[config.mk]
export PLATFORM = sky130hd
export DESIGN_NAME = multicycle_control_flat
export DESIGN_NICKNAME = d
export VERILOG_FILES = /design/src/rtl/mc_ctrl_pkg.sv /design/src/rtl/multicycle_control_if.sv /design/src/rtl/alu_decoder.sv /design/src/rtl/multicycle_control.sv /design/src/flat_wrapper.sv
export SDC_FILE = /design/constraint.sdc
export NUM_CORES = 1
export LEC_CHECK = 0
export CORE_MARGIN = 2
export CORE_UTILIZATION = 25
export DETAILED_ROUTE_END_ITERATION = 10
export GPL_ROUTABILITY_DRIVEN = 0
export PLACE_DENSITY = 0.57
export SETUP_SLACK_MARGIN = 0.02
export SYNTH_ARGS = -nofsm -noshare
export SYNTH_HDL_FRONTEND = slang
export SYNTH_SLANG_ARGS = --single-unit
export TNS_END_PERCENT = 100
[constraint.sdc]
create_clock -name clk -period 2.28 [get_ports clk]
set_input_delay 0.342 -clock clk [delete_from_list [all_inputs] [get_ports clk]]
set_output_delay 0.342 -clock clk [all_outputs]
set_load 0.01 [all_outputs]
[src/rtl/mc_ctrl_pkg.sv]
// Shared types and encodings for the multi-cycle RV32I control unit.
// State enum, opcode constants and the datapath select encodings.
package mc_ctrl_pkg;

    typedef enum logic [3:0] {
        StFetch, StDecode, StMemAdr, StMemRead, StMemWb, StMemWrite, StExecR, StExecI,
        StLui, StAluWb, StBranch, StJal, StJalr, StJalrPc, StHalt
    } state_e;

    typedef enum logic [1:0] {AluOpAdd, AluOpSub, AluOpFunct} alu_op_e;

    localparam logic [6:0] OpLoad   = 7'b0000011;
    localparam logic [6:0] OpStore  = 7'b0100011;
    localparam logic [6:0] OpRtype  = 7'b0110011;
    localparam logic [6:0] OpItype  = 7'b0010011;
    localparam logic [6:0] OpLui    = 7'b0110111;
    localparam logic [6:0] OpBranch = 7'b1100011;
    localparam logic [6:0] OpJal    = 7'b1101111;
    localparam logic [6:0] OpJalr   = 7'b1100111;

    localparam logic [2:0] AluAdd   = 3'b000;
    localparam logic [2:0] AluSub   = 3'b001;
    localparam logic [2:0] AluAnd   = 3'b010;
    localparam logic [2:0] AluOr    = 3'b011;
    localparam logic [2:0] AluSll   = 3'b100;
    localparam logic [2:0] AluSlt   = 3'b101;
    localparam logic [2:0] AluPassB = 3'b111;

    localparam logic [2:0] ImmI = 3'b000;
    localparam logic [2:0] ImmS = 3'b100;
    localparam logic [2:0] ImmB = 3'b010;
    localparam logic [2:0] ImmJ = 3'b011;
    localparam logic [2:0] ImmU = 3'b001;

    localparam logic [1:0] SrcAPc    = 2'b00;
    localparam logic [1:0] SrcAOldPc = 2'b01;
    localparam logic [1:0] SrcARd1   = 2'b10;

    localparam logic [1:0] SrcBRd2  = 2'b00;
    localparam logic [1:0] SrcBImm  = 2'b01;
    localparam logic [1:0] SrcBFour = 2'b10;

    localparam logic [1:0] ResAluOut    = 2'b00;
    localparam logic [1:0] ResRdata     = 2'b01;
    localparam logic [1:0] ResAluResult = 2'b10;

    function automatic logic [2:0] imm_src_of(input logic [6:0] opcode);
        case (opcode)
            OpStore:  return ImmS;
            OpBranch: return ImmB;
            OpJal:    return ImmJ;
            OpLui:    return ImmU;
            default:  return ImmI;
        endcase
    endfunction

endpackage

[src/rtl/multicycle_control_if.sv]
// Control-to-datapath bundle: instruction/flag inputs, enables, selects, memory handshake.
interface multicycle_control_if;
    logic [31:0] Instr;
    logic        EQ;
    logic        mem_ready;
    logic        mem_req;
    logic        MemWrite;
    logic        AdrSrc;
    logic        IRWrite;
    logic        PCWrite;
    logic        RegWrite;
    logic [1:0]  ALUSrcA;
    logic [1:0]  ALUSrcB;
    logic [2:0]  ALUctrl;
    logic [2:0]  ImmSrc;
    logic [1:0]  ResultSrc;
    logic        retire;
    logic        illegal;

    modport master (
        input  Instr, EQ, mem_ready,
        output mem_req, MemWrite, AdrSrc, IRWrite, PCWrite, RegWrite,
               ALUSrcA, ALUSrcB, ALUctrl, ImmSrc, ResultSrc, retire, illegal
    );

    modport slave (
        output Instr, EQ, mem_ready,
        input  mem_req, MemWrite, AdrSrc, IRWrite, PCWrite, RegWrite,
               ALUSrcA, ALUSrcB, ALUctrl, ImmSrc, ResultSrc, retire, illegal
    );
endinterface

[src/rtl/alu_decoder.sv]
// Combinational ALU control decode from the op class and funct fields.
module alu_decoder
    import mc_ctrl_pkg::*;
(
    input  alu_op_e    alu_op_i,
    input  logic [2:0] funct3_i,
    input  logic       funct7b5_i,
    input  logic       opb5_i,
    output logic [2:0] alu_ctrl_o,
    output logic       bad_funct_o
);

    always_comb begin
        alu_ctrl_o  = AluAdd;
        bad_funct_o = 1'b0;
        case (alu_op_i)
            AluOpSub: alu_ctrl_o = AluSub;
            AluOpFunct: begin
                case (funct3_i)
                    3'b000:  alu_ctrl_o = (funct7b5_i && opb5_i) ? AluSub : AluAdd;
                    3'b001:  alu_ctrl_o = AluSll;
                    3'b010:  alu_ctrl_o = AluSlt;
                    3'b110:  alu_ctrl_o = AluOr;
                    3'b111:  alu_ctrl_o = AluAnd;
                    default: bad_funct_o = 1'b1;
                endcase
            end
            default: alu_ctrl_o = AluAdd;
        endcase
    end

endmodule

[src/rtl/multicycle_control.sv]
// Multi-cycle FSM sequencing an RV32I-subset datapath around one shared memory port.
// Outputs are Moore except the mem_ready- and EQ-gated PC/IR enables; all forced low in reset.
module multicycle_control
    import mc_ctrl_pkg::*;
#(
    parameter bit RESET_HALT = 1'b0
) (
    input logic                  clk,
    input logic                  rst,
    multicycle_control_if.master bus
);

    state_e     state_q, state_d;
    logic       illegal_q, illegal_d;

    logic [6:0] opcode;
    logic [2:0] funct3;
    alu_op_e    alu_op;
    logic [2:0] dec_alu_ctrl;
    logic       bad_funct;

    logic       mem_req, mem_write, adr_src, ir_write, pc_write, reg_write, retire;
    logic [1:0] src_a, src_b, result_src;
    logic [2:0] alu_ctrl, imm_src;
    logic       unused_instr;

    assign opcode       = bus.Instr[6:0];
    assign funct3       = bus.Instr[14:12];
    assign unused_instr = ^{bus.Instr[31], bus.Instr[29:15], bus.Instr[11:7]};

    always_comb begin
        unique case (opcode)
            OpRtype, OpItype: alu_op = AluOpFunct;
            OpBranch:         alu_op = AluOpSub;
            default:          alu_op = AluOpAdd;
        endcase
    end

    alu_decoder u_alu_decoder (
        .alu_op_i    (alu_op),
        .funct3_i    (funct3),
        .funct7b5_i  (bus.Instr[30]),
        .opb5_i      (bus.Instr[5]),
        .alu_ctrl_o  (dec_alu_ctrl),
        .bad_funct_o (bad_funct)
    );

    always_ff @(posedge clk) begin
        if (rst) begin
            state_q   <= RESET_HALT ? StHalt : StFetch;
            illegal_q <= 1'b0;
        end else begin
            state_q   <= state_d;
            illegal_q <= illegal_d;
        end
    end

    always_comb begin
        state_d    = state_q;
        illegal_d  = illegal_q;
        mem_req    = 1'b0;
        mem_write  = 1'b0;
        adr_src    = 1'b0;
        ir_write   = 1'b0;
        pc_write   = 1'b0;
        reg_write  = 1'b0;
        retire     = 1'b0;
        src_a      = SrcAPc;
        src_b      = SrcBRd2;
        alu_ctrl   = AluAdd;
        imm_src    = ImmI;
        result_src = ResAluOut;
        unique case (state_q)
            StFetch: begin
                mem_req    = 1'b1;
                src_b      = SrcBFour;
                result_src = ResAluResult;
                ir_write   = bus.mem_ready;
                pc_write   = bus.mem_ready;
                if (bus.mem_ready) state_d = StDecode;
            end
            StDecode: begin
                src_a   = SrcAOldPc;
                src_b   = SrcBImm;
                imm_src = imm_src_of(opcode);
                case (opcode)
                    OpLoad, OpStore: state_d = StMemAdr;
                    OpRtype:         state_d = bad_funct ? StHalt : StExecR;
                    OpItype:         state_d = bad_funct ? StHalt : StExecI;
                    OpLui:           state_d = StLui;
                    OpBranch:        state_d = (funct3[2:1] == 2'b00) ? StBranch : StHalt;
                    OpJal:           state_d = StJal;
                    OpJalr:          state_d = StJalr;
                    default:         state_d = StHalt;
                endcase
                if (state_d == StHalt) illegal_d = 1'b1;
            end
            StMemAdr: begin
                src_a    = SrcARd1;
                src_b    = SrcBImm;
                // Stores take their offset from the S-format immediate fields.
                imm_src  = imm_src_of(opcode);
                alu_ctrl = dec_alu_ctrl;
                state_d  = opcode[5] ? StMemWrite : StMemRead;
            end
            StMemRead: begin
                mem_req = 1'b1;
                adr_src = 1'b1;
                if (bus.mem_ready) state_d = StMemWb;
            end
            StMemWb: begin
                result_src = ResRdata;
                reg_write  = 1'b1;
                retire     = 1'b1;
                state_d    = StFetch;
            end
            StMemWrite: begin
                mem_req   = 1'b1;
                mem_write = 1'b1;
                adr_src   = 1'b1;
                if (bus.mem_ready) begin
                    retire  = 1'b1;
                    state_d = StFetch;
                end
            end
            StExecR: begin
                src_a    = SrcARd1;
                src_b    = SrcBRd2;
                alu_ctrl = dec_alu_ctrl;
                state_d  = StAluWb;
            end
            StExecI: begin
                src_a    = SrcARd1;
                src_b    = SrcBImm;
                alu_ctrl = dec_alu_ctrl;
                state_d  = StAluWb;
            end
            StLui: begin
                src_b    = SrcBImm;
                imm_src  = ImmU;
                alu_ctrl = AluPassB;
                state_d  = StAluWb;
            end
            StAluWb: begin
                reg_write = 1'b1;
                retire    = 1'b1;
                state_d   = StFetch;
            end
            StBranch: begin
                src_a    = SrcARd1;
                src_b    = SrcBRd2;
                alu_ctrl = dec_alu_ctrl;
                retire   = 1'b1;
                // funct3[0] distinguishes BNE from BEQ.
                pc_write = bus.EQ ^ funct3[0];
                state_d  = StFetch;
            end
            StJal: begin
                pc_write = 1'b1;
                src_a    = SrcAOldPc;
                src_b    = SrcBFour;
                state_d  = StAluWb;
            end
            StJalr: begin
                src_a    = SrcARd1;
                src_b    = SrcBImm;
                alu_ctrl = dec_alu_ctrl;
                state_d  = StJalrPc;
            end
            StJalrPc: begin
                pc_write = 1'b1;
                src_a    = SrcAOldPc;
                src_b    = SrcBFour;
                state_d  = StAluWb;
            end
            StHalt: state_d = StHalt;
            default: state_d = StHalt;
        endcase
    end

    assign bus.mem_req   = mem_req & ~rst;
    assign bus.MemWrite  = mem_write & ~rst;
    assign bus.AdrSrc    = adr_src & ~rst;
    assign bus.IRWrite   = ir_write & ~rst;
    assign bus.PCWrite   = pc_write & ~rst;
    assign bus.RegWrite  = reg_write & ~rst;
    assign bus.retire    = retire & ~rst;
    assign bus.illegal   = illegal_q & ~rst;
    assign bus.ALUSrcA   = rst ? 2'b00 : src_a;
    assign bus.ALUSrcB   = rst ? 2'b00 : src_b;
    assign bus.ALUctrl   = rst ? 3'b000 : alu_ctrl;
    assign bus.ImmSrc    = rst ? 3'b000 : imm_src;
    assign bus.ResultSrc = rst ? 2'b00 : result_src;

endmodule

[src/flat_wrapper.sv]
// flat-port wrapper written by rule: the top's interface ports become plain ports
module multicycle_control_flat import mc_ctrl_pkg::*;
#(
    parameter bit RESET_HALT = 1'b0
)
  (clk, rst, bus_Instr, bus_EQ, bus_mem_ready, bus_mem_req, bus_MemWrite, bus_AdrSrc, bus_IRWrite, bus_PCWrite, bus_RegWrite, bus_ALUSrcA, bus_ALUSrcB, bus_ALUctrl, bus_ImmSrc, bus_ResultSrc, bus_retire, bus_illegal);
  multicycle_control_if bus_i ();
  input logic clk;
  input logic rst;
  input wire logic [$bits(bus_i.Instr)-1:0] bus_Instr;
  input wire logic [$bits(bus_i.EQ)-1:0] bus_EQ;
  input wire logic [$bits(bus_i.mem_ready)-1:0] bus_mem_ready;
  output wire logic [$bits(bus_i.mem_req)-1:0] bus_mem_req;
  output wire logic [$bits(bus_i.MemWrite)-1:0] bus_MemWrite;
  output wire logic [$bits(bus_i.AdrSrc)-1:0] bus_AdrSrc;
  output wire logic [$bits(bus_i.IRWrite)-1:0] bus_IRWrite;
  output wire logic [$bits(bus_i.PCWrite)-1:0] bus_PCWrite;
  output wire logic [$bits(bus_i.RegWrite)-1:0] bus_RegWrite;
  output wire logic [$bits(bus_i.ALUSrcA)-1:0] bus_ALUSrcA;
  output wire logic [$bits(bus_i.ALUSrcB)-1:0] bus_ALUSrcB;
  output wire logic [$bits(bus_i.ALUctrl)-1:0] bus_ALUctrl;
  output wire logic [$bits(bus_i.ImmSrc)-1:0] bus_ImmSrc;
  output wire logic [$bits(bus_i.ResultSrc)-1:0] bus_ResultSrc;
  output wire logic [$bits(bus_i.retire)-1:0] bus_retire;
  output wire logic [$bits(bus_i.illegal)-1:0] bus_illegal;
  assign bus_i.Instr = bus_Instr;
  assign bus_i.EQ = bus_EQ;
  assign bus_i.mem_ready = bus_mem_ready;
  assign bus_mem_req = bus_i.mem_req;
  assign bus_MemWrite = bus_i.MemWrite;
  assign bus_AdrSrc = bus_i.AdrSrc;
  assign bus_IRWrite = bus_i.IRWrite;
  assign bus_PCWrite = bus_i.PCWrite;
  assign bus_RegWrite = bus_i.RegWrite;
  assign bus_ALUSrcA = bus_i.ALUSrcA;
  assign bus_ALUSrcB = bus_i.ALUSrcB;
  assign bus_ALUctrl = bus_i.ALUctrl;
  assign bus_ImmSrc = bus_i.ImmSrc;
  assign bus_ResultSrc = bus_i.ResultSrc;
  assign bus_retire = bus_i.retire;
  assign bus_illegal = bus_i.illegal;
  multicycle_control #(.RESET_HALT(RESET_HALT)) u_core (.clk(clk), .rst(rst), .bus(bus_i));
endmodule
# After elaboration in Yosys (flattened, before gate mapping)
# Cells that the tools add are included.
dict set report word_totals {
  regBits 5
  input_bits 36
  output_inout_bits 20
}
dict set report op_classes {
  n_eq_ne 31
  mux 35
  bitwise_logic 10
  n_reduce_logical 20
}
# cell n
set op_table {}
lappend op_table {{$pmux 4 s8} 1}
lappend op_table {{$eq 4x4->1 const B} 7}
lappend op_table {{$pmux 4 s7} 1}
lappend op_table {{$mux 4} 6}
lappend op_table {{$eq 7x6->1 const B} 3}
lappend op_table {{$eq 7x7->1 const B} 3}
lappend op_table {{$reduce_or 5->1} 4}
lappend op_table {{$pmux 3 s2} 3}
lappend op_table {{$eq 4x3->1 const B} 4}
lappend op_table {{$pmux 2 s2} 4}
lappend op_table {{$pmux 3 s5} 1}
lappend op_table {{$mux 3} 4}
lappend op_table {{$pmux 3 s4} 1}
lappend op_table {{$reduce_or 2->1} 6}
lappend op_table {{$reduce_or 3->1} 4}
lappend op_table {{$mux 1} 9}
lappend op_table {{$and 1x1->1} 8}
lappend op_table {{$eq 4x2->1 const B} 2}
lappend op_table {{$eq 7x2->1 const B} 1}
lappend op_table {{$eq 7x5->1 const B} 1}
lappend op_table {{$eq 3x3->1 const B} 2}
lappend op_table {{$mux 2} 3}
lappend op_table {{$ne 2x2->1 const B} 3}
lappend op_table {{$eq 4x1->1 const B} 1}
lappend op_table {{14 further kinds} 14}

# Longest topological paths before layout
dict set report logic_depth {
  depth_word 10
  ltp_mapped 10
  mapped_depth_nobuf 9
}

# Cells and area by module
# From an unflattened synthesis, not the netlist that was laid out.
dict set report unflattened {
  hier_cells 166
  area_unflattened_um2 1124.8
}
# module instances cells_per_inst area_each_um2 seq_area_each_um2
set modules_own_cells {}
lappend modules_own_cells {multicycle_control 1 151 1006.0 100.1}
lappend modules_own_cells {alu_decoder 1 15 118.9 0.0}

# Worst setup path after synthesis
# Ideal clock, no wire load.
dict set report synth_timing {
  path_kind {input to output}
  startpoint {input bus_Instr[4]}
  endpoint {output bus_ALUctrl[2]}
  t_arrival_ns 2.151
  setup_slack_ns -0.213
  path_stages 7
  path_buffers 1
  cell_sequence {buf_2 -> nand3b_1 -> or4_2 -> ha_1 -> nor4b_1 -> o21ai_0 -> a21oi_1}
}
dict set report synth_between {
  elab_chain_cells 7
  word_cells_on_any_way 10
}
# item line
set synth_lines {}
lappend synth_lines {{start: declaration} flat_wrapper.sv:10} ;# input wire logic [$bits(bus_i.Instr)-1:0] bus_Instr;
lappend synth_lines {{$eq 7x6->1 or $eq 7x5->1 (tied branches)} multicycle_control.sv:32} ;# unique case (opcode)
lappend synth_lines {{$reduce_or 2->1} multicycle_control.sv:32}
lappend synth_lines {{$pmux 2 s2 (*)} multicycle_control.sv:32}
lappend synth_lines {{$eq 2x2->1 or $eq 2x1->1 (tied branches)} alu_decoder.sv:16} ;# case (alu_op_i)
lappend synth_lines {{$pmux 3 s2 (*)} alu_decoder.sv:16}
lappend synth_lines {{$pmux 3 s2 (*)} multicycle_control.sv:73} ;# unique case (state_q)
lappend synth_lines {{$mux 3 (*)} multicycle_control.sv:191} ;# assign bus.ALUctrl = rst ? 3'b000 : alu_ctrl;
lappend synth_lines {{end: declaration} flat_wrapper.sv:21} ;# output wire logic [$bits(bus_i.ALUctrl)-1:0] bus_ALUctrl;
# Mark *: on every way between the ends. The rest lies on a longest branch, timed or not.

# Final worst setup path
# Same ends and word-level chain as after synthesis.

==> results.py <==
metrics = {
    "synth": {
        "yosys.area.top_type": "dfxtp_1",
        "synth_edf_count": 0,
        "syn_inst": 158,
        "yosys.area.top_type_share_pct": 9.33,
        "async_reset_ff_share_pct": 0,
        "ys_types": 51,
        "syn_area_mm2": 0.00107,
        "ys_seq_elements": 5,
        "synthTopCellsByArea": "dfxtp_1, a21oi_1, nor2_1, a211oi_1, nand3b_1",
        "yosysWarnings": 0,
        "synth.avg_cell_area_um2": 6.79,
        "seq_area_frac_synth_pct": 9.33,
        "syn-num-nets": 196,
        "synth_top_flop_cell": "dfxtp_1",
    },
    "power_and_ir_drop": {
        "comb_power_share_pct": 78.2,
        "p_switching_mw": 0.815,
        "power_frac_clock_pct": 8.8,
        "power.density_mw_per_mm2": 977,
        "p_int_mw": 0.989,
        "seqPwrFrac_pct": 13.0,
        "p_sw_share_pct": 45.2,
        "p_leak_nw": 0.856,
        "peakVddDrop_uv": 420,
    },
    "layout": {
        "final_util_pct": 45.5,
        "multi_input_area_um2": 976,
        "instances_no_fill": 270,
        "syn_to_final_growth_pct": 72.1,
        "nFillCells": 412,
        "fin_nets": 259,
        "layout_commonest_cell": "buf_4",
        "final_cell_mix": "buf_4, nor2_1, nand2_1, clkdlybuf4s50_1, inv_1",
        "diodes": 0,
        "area.sequential_um2": 109,
        "drive_gt1_share_pct": 35.9,
    },
    "floorplanning": {
        "rows": 23,
        "die_h_um": 69.5,
        "core-area_mm2": 0.00406,
        "dieArea_mm2": 0.00483,
        "die_x_um": 69.5,
        "io_pins": 56,
        "start_util_pct": 26.4,
    },
    "flow_run": {
        "maxCapViolCount": 0,
    },
    "sta": {
        "fin_crit_sh_pct": 99.1,
        "rsz0062_at_grt": "true",
        "maxSlewViolCount": 0,
        "hold_slack_ns": 0.597,
        "max_clock_freq_mhz": 442,
        "setup_violations": 0,
        "hold_viol": 0,
        "worstMarginPinSlew_ns": 0.326,
        "fin_tns_setup_ns": 0,
        "skew_ns": 0.000593,
        "period_minus_slack_ns": 2.26,
        "slew-limit-headroom_pct": 78.2,
    },
    "worst_setup_path": {
        "timing.rr.start": "u_core.state_q[2]",
        "crit_start": "bus_Instr[4]",
        "required_ns": 1.94,
        "critPathMaxFanout": 3,
        "critPathCaptureType": "output pin",
        "crit_type": "primary input to output pin",
        "crit_arrival_ns": 1.92,
        "start_kind": "primary input",
    },
    "clock_tree": {
        "holdBufCountCts": 0,
        "cts-root-buf": "clkbuf_8",
        "clk_pin_slew_ns": 0.03,
        "clk_latency_ns": 0.22,
        "cts_tree": "done",
        "clock-sinks": 5,
        "cts_buffers": 3,
        "htreeDepth": 1,
        "max-clock-path-buffers": 2,
    },
    "hold_path": {
        "min_path_type": "flop to flop",
        "min_from": "u_core.illegal_q",
    },
    "global_route": {
        "antenna_found_initial": 0,
        "grt_first_pass_wirelength_um": 5900,
        "grt_max_degree": 23,
        "first_global_vias": 1295,
        "grt_overflow": 0,
        "gr-usage-all-layers_pct": 14.3,
    },
    "detailed_routing": {
        "vias": 1390,
        "totalWireLength_um": 3590,
        "drt-initial-drc-count": 53,
        "via_per_inst": 5.15,
        "firstDrtPassIters": 4,
        "antenna_left": 0,
        "drc": 0,
        "drt-wirelength-per-cell_um": 13.3,
    },
    "outcome": {
        "status": "completed",
    },
    "placement": {
        "place_hpwl_um": 2660,
        "dp_cells": 264,
        "place.port_buffers": 34,
    },
}
-- power groups by stage --
| stage | clock network, mW | logic (mW) | registers (mW) |
|---|---|---|---|
| floorplan | 0 | 0.806 | 0.159 |
| global placement | 0 | 1.35 | 0.211 |
| detailed placement | 0 | 1.36 | 0.212 |
| CTS | 0.166 | 1.38 | 0.231 |
| global route | 0.173 | 1.54 | 0.245 |
| finish | 0.160 | 1.41 | 0.234 |
-- cell usage after synthesis (2+ instances only) --
library cell / count
nor3b_1: 3
nor4b_1: 2
a211oi_1: 6
nand4b_1: 2
xor2_1: 4
mux2i_1: 2
nand3b_1: 6
buf_2: 8
nor3_1: 7
nor2b_1: 3
buf_6: 2
and4b_1: 2
nor2_1: 13
o21a_1: 2
dfxtp_1: 5
nand2_1: 11
nand3_1: 4
a31oi_1: 5
xnor2_1: 4
nor4_1: 4
nand2b_1: 4
ha_1: 2
clkbuf_1: 4
o21ai_0: 5
a21oi_1: 11
or3_1: 4
inv_1: 9
-- cell type report --
| class | count | share of cell area [%] |
|---|---|---|
| Tap cell | 50 | 3.39 |
| Multi-Input combinational cell | 128 | 52.9 |
| Clock buffer | 4 | 2.44 |
| Inverter | 9 | 1.83 |
| Timing Repair Buffer | 74 | 33.6 |
| Sequential cell | 5 | 5.90 |
-- flip-flops by register name, summed over array words and instances (netlist names) --
| name | flops |
|---|---|
| u_core.illegal_q | 1 |
| u_core.state_q | 4 |
-- metal layers --
layer / track usage, % / up-vias / wire length, um
met5: 0 / - / 0
met4: 3.27 / 0 / 11
met3: 1.45 / 2 / 124
met2: 23.2 / 28 / 1740
met1: 20.4 / 651 / 1720
li1: - / 709 / -
-- stage by stage --
step	cell area, um^2	power (mW)	setup slack (ns)
4_1_cts	1780	1.78	-0.0737
6_report	1850	1.80	0.0198
3_3_place_gp	1700	1.56	-0.819
3_5_place_dp	1700	1.57	-0.851
5_1_grt	1850	1.96	-0.0826
2_1_floorplan	1090	0.965	0.0370
-- worst max-delay path: stages --
cell and delay, ns:
buf_6 0.09, nand3b_1 0.17, or4_4 0.46, ha_4 0.27
nor4b_4 0.23, o21ai_1 0.10, a21oi_2 0.11, buf_2 0.13
-- repair_timing --
| item | CTS | global route |
|---|---|---|
| setup buffers | 0 | 2 |
| gates resized for setup | 61 | 20 |
| endpoints found under the setup margin | 20 | 13 |
| pin swaps | 10 | 7 |
-- cells by family (layout without fill, tap and decap cells) --
kind of cell | after synthesis | after routing | synth area share, %
xor gates and xnor gates | 8 | 8 | 6.53
AOI/OAI and AO/OA | 42 | 42 | 27.0
and+or+nand+nor | 74 | 74 | 41.5
DFF | 5 | 5 | 9.34
adders and majority gates | 2 | 2 | 2.33
muxes | 2 | 2 | 1.87
buffers and inverters | 25 | 87 | 11.4
-- path summary, 6_finish.rpt --
kind / endpoint / slack, ns / cells past startpoint
setup / recovery: bus_ALUctrl[2] / 0.02 / 8
hold / removal: u_core.illegal_q / 0.60 / 2
setup reg to reg: u_core.state_q[0] / 0.64 / 6
hold reg to reg: u_core.illegal_q / 0.60 / 2
Power figures use the tool's default switching activity.
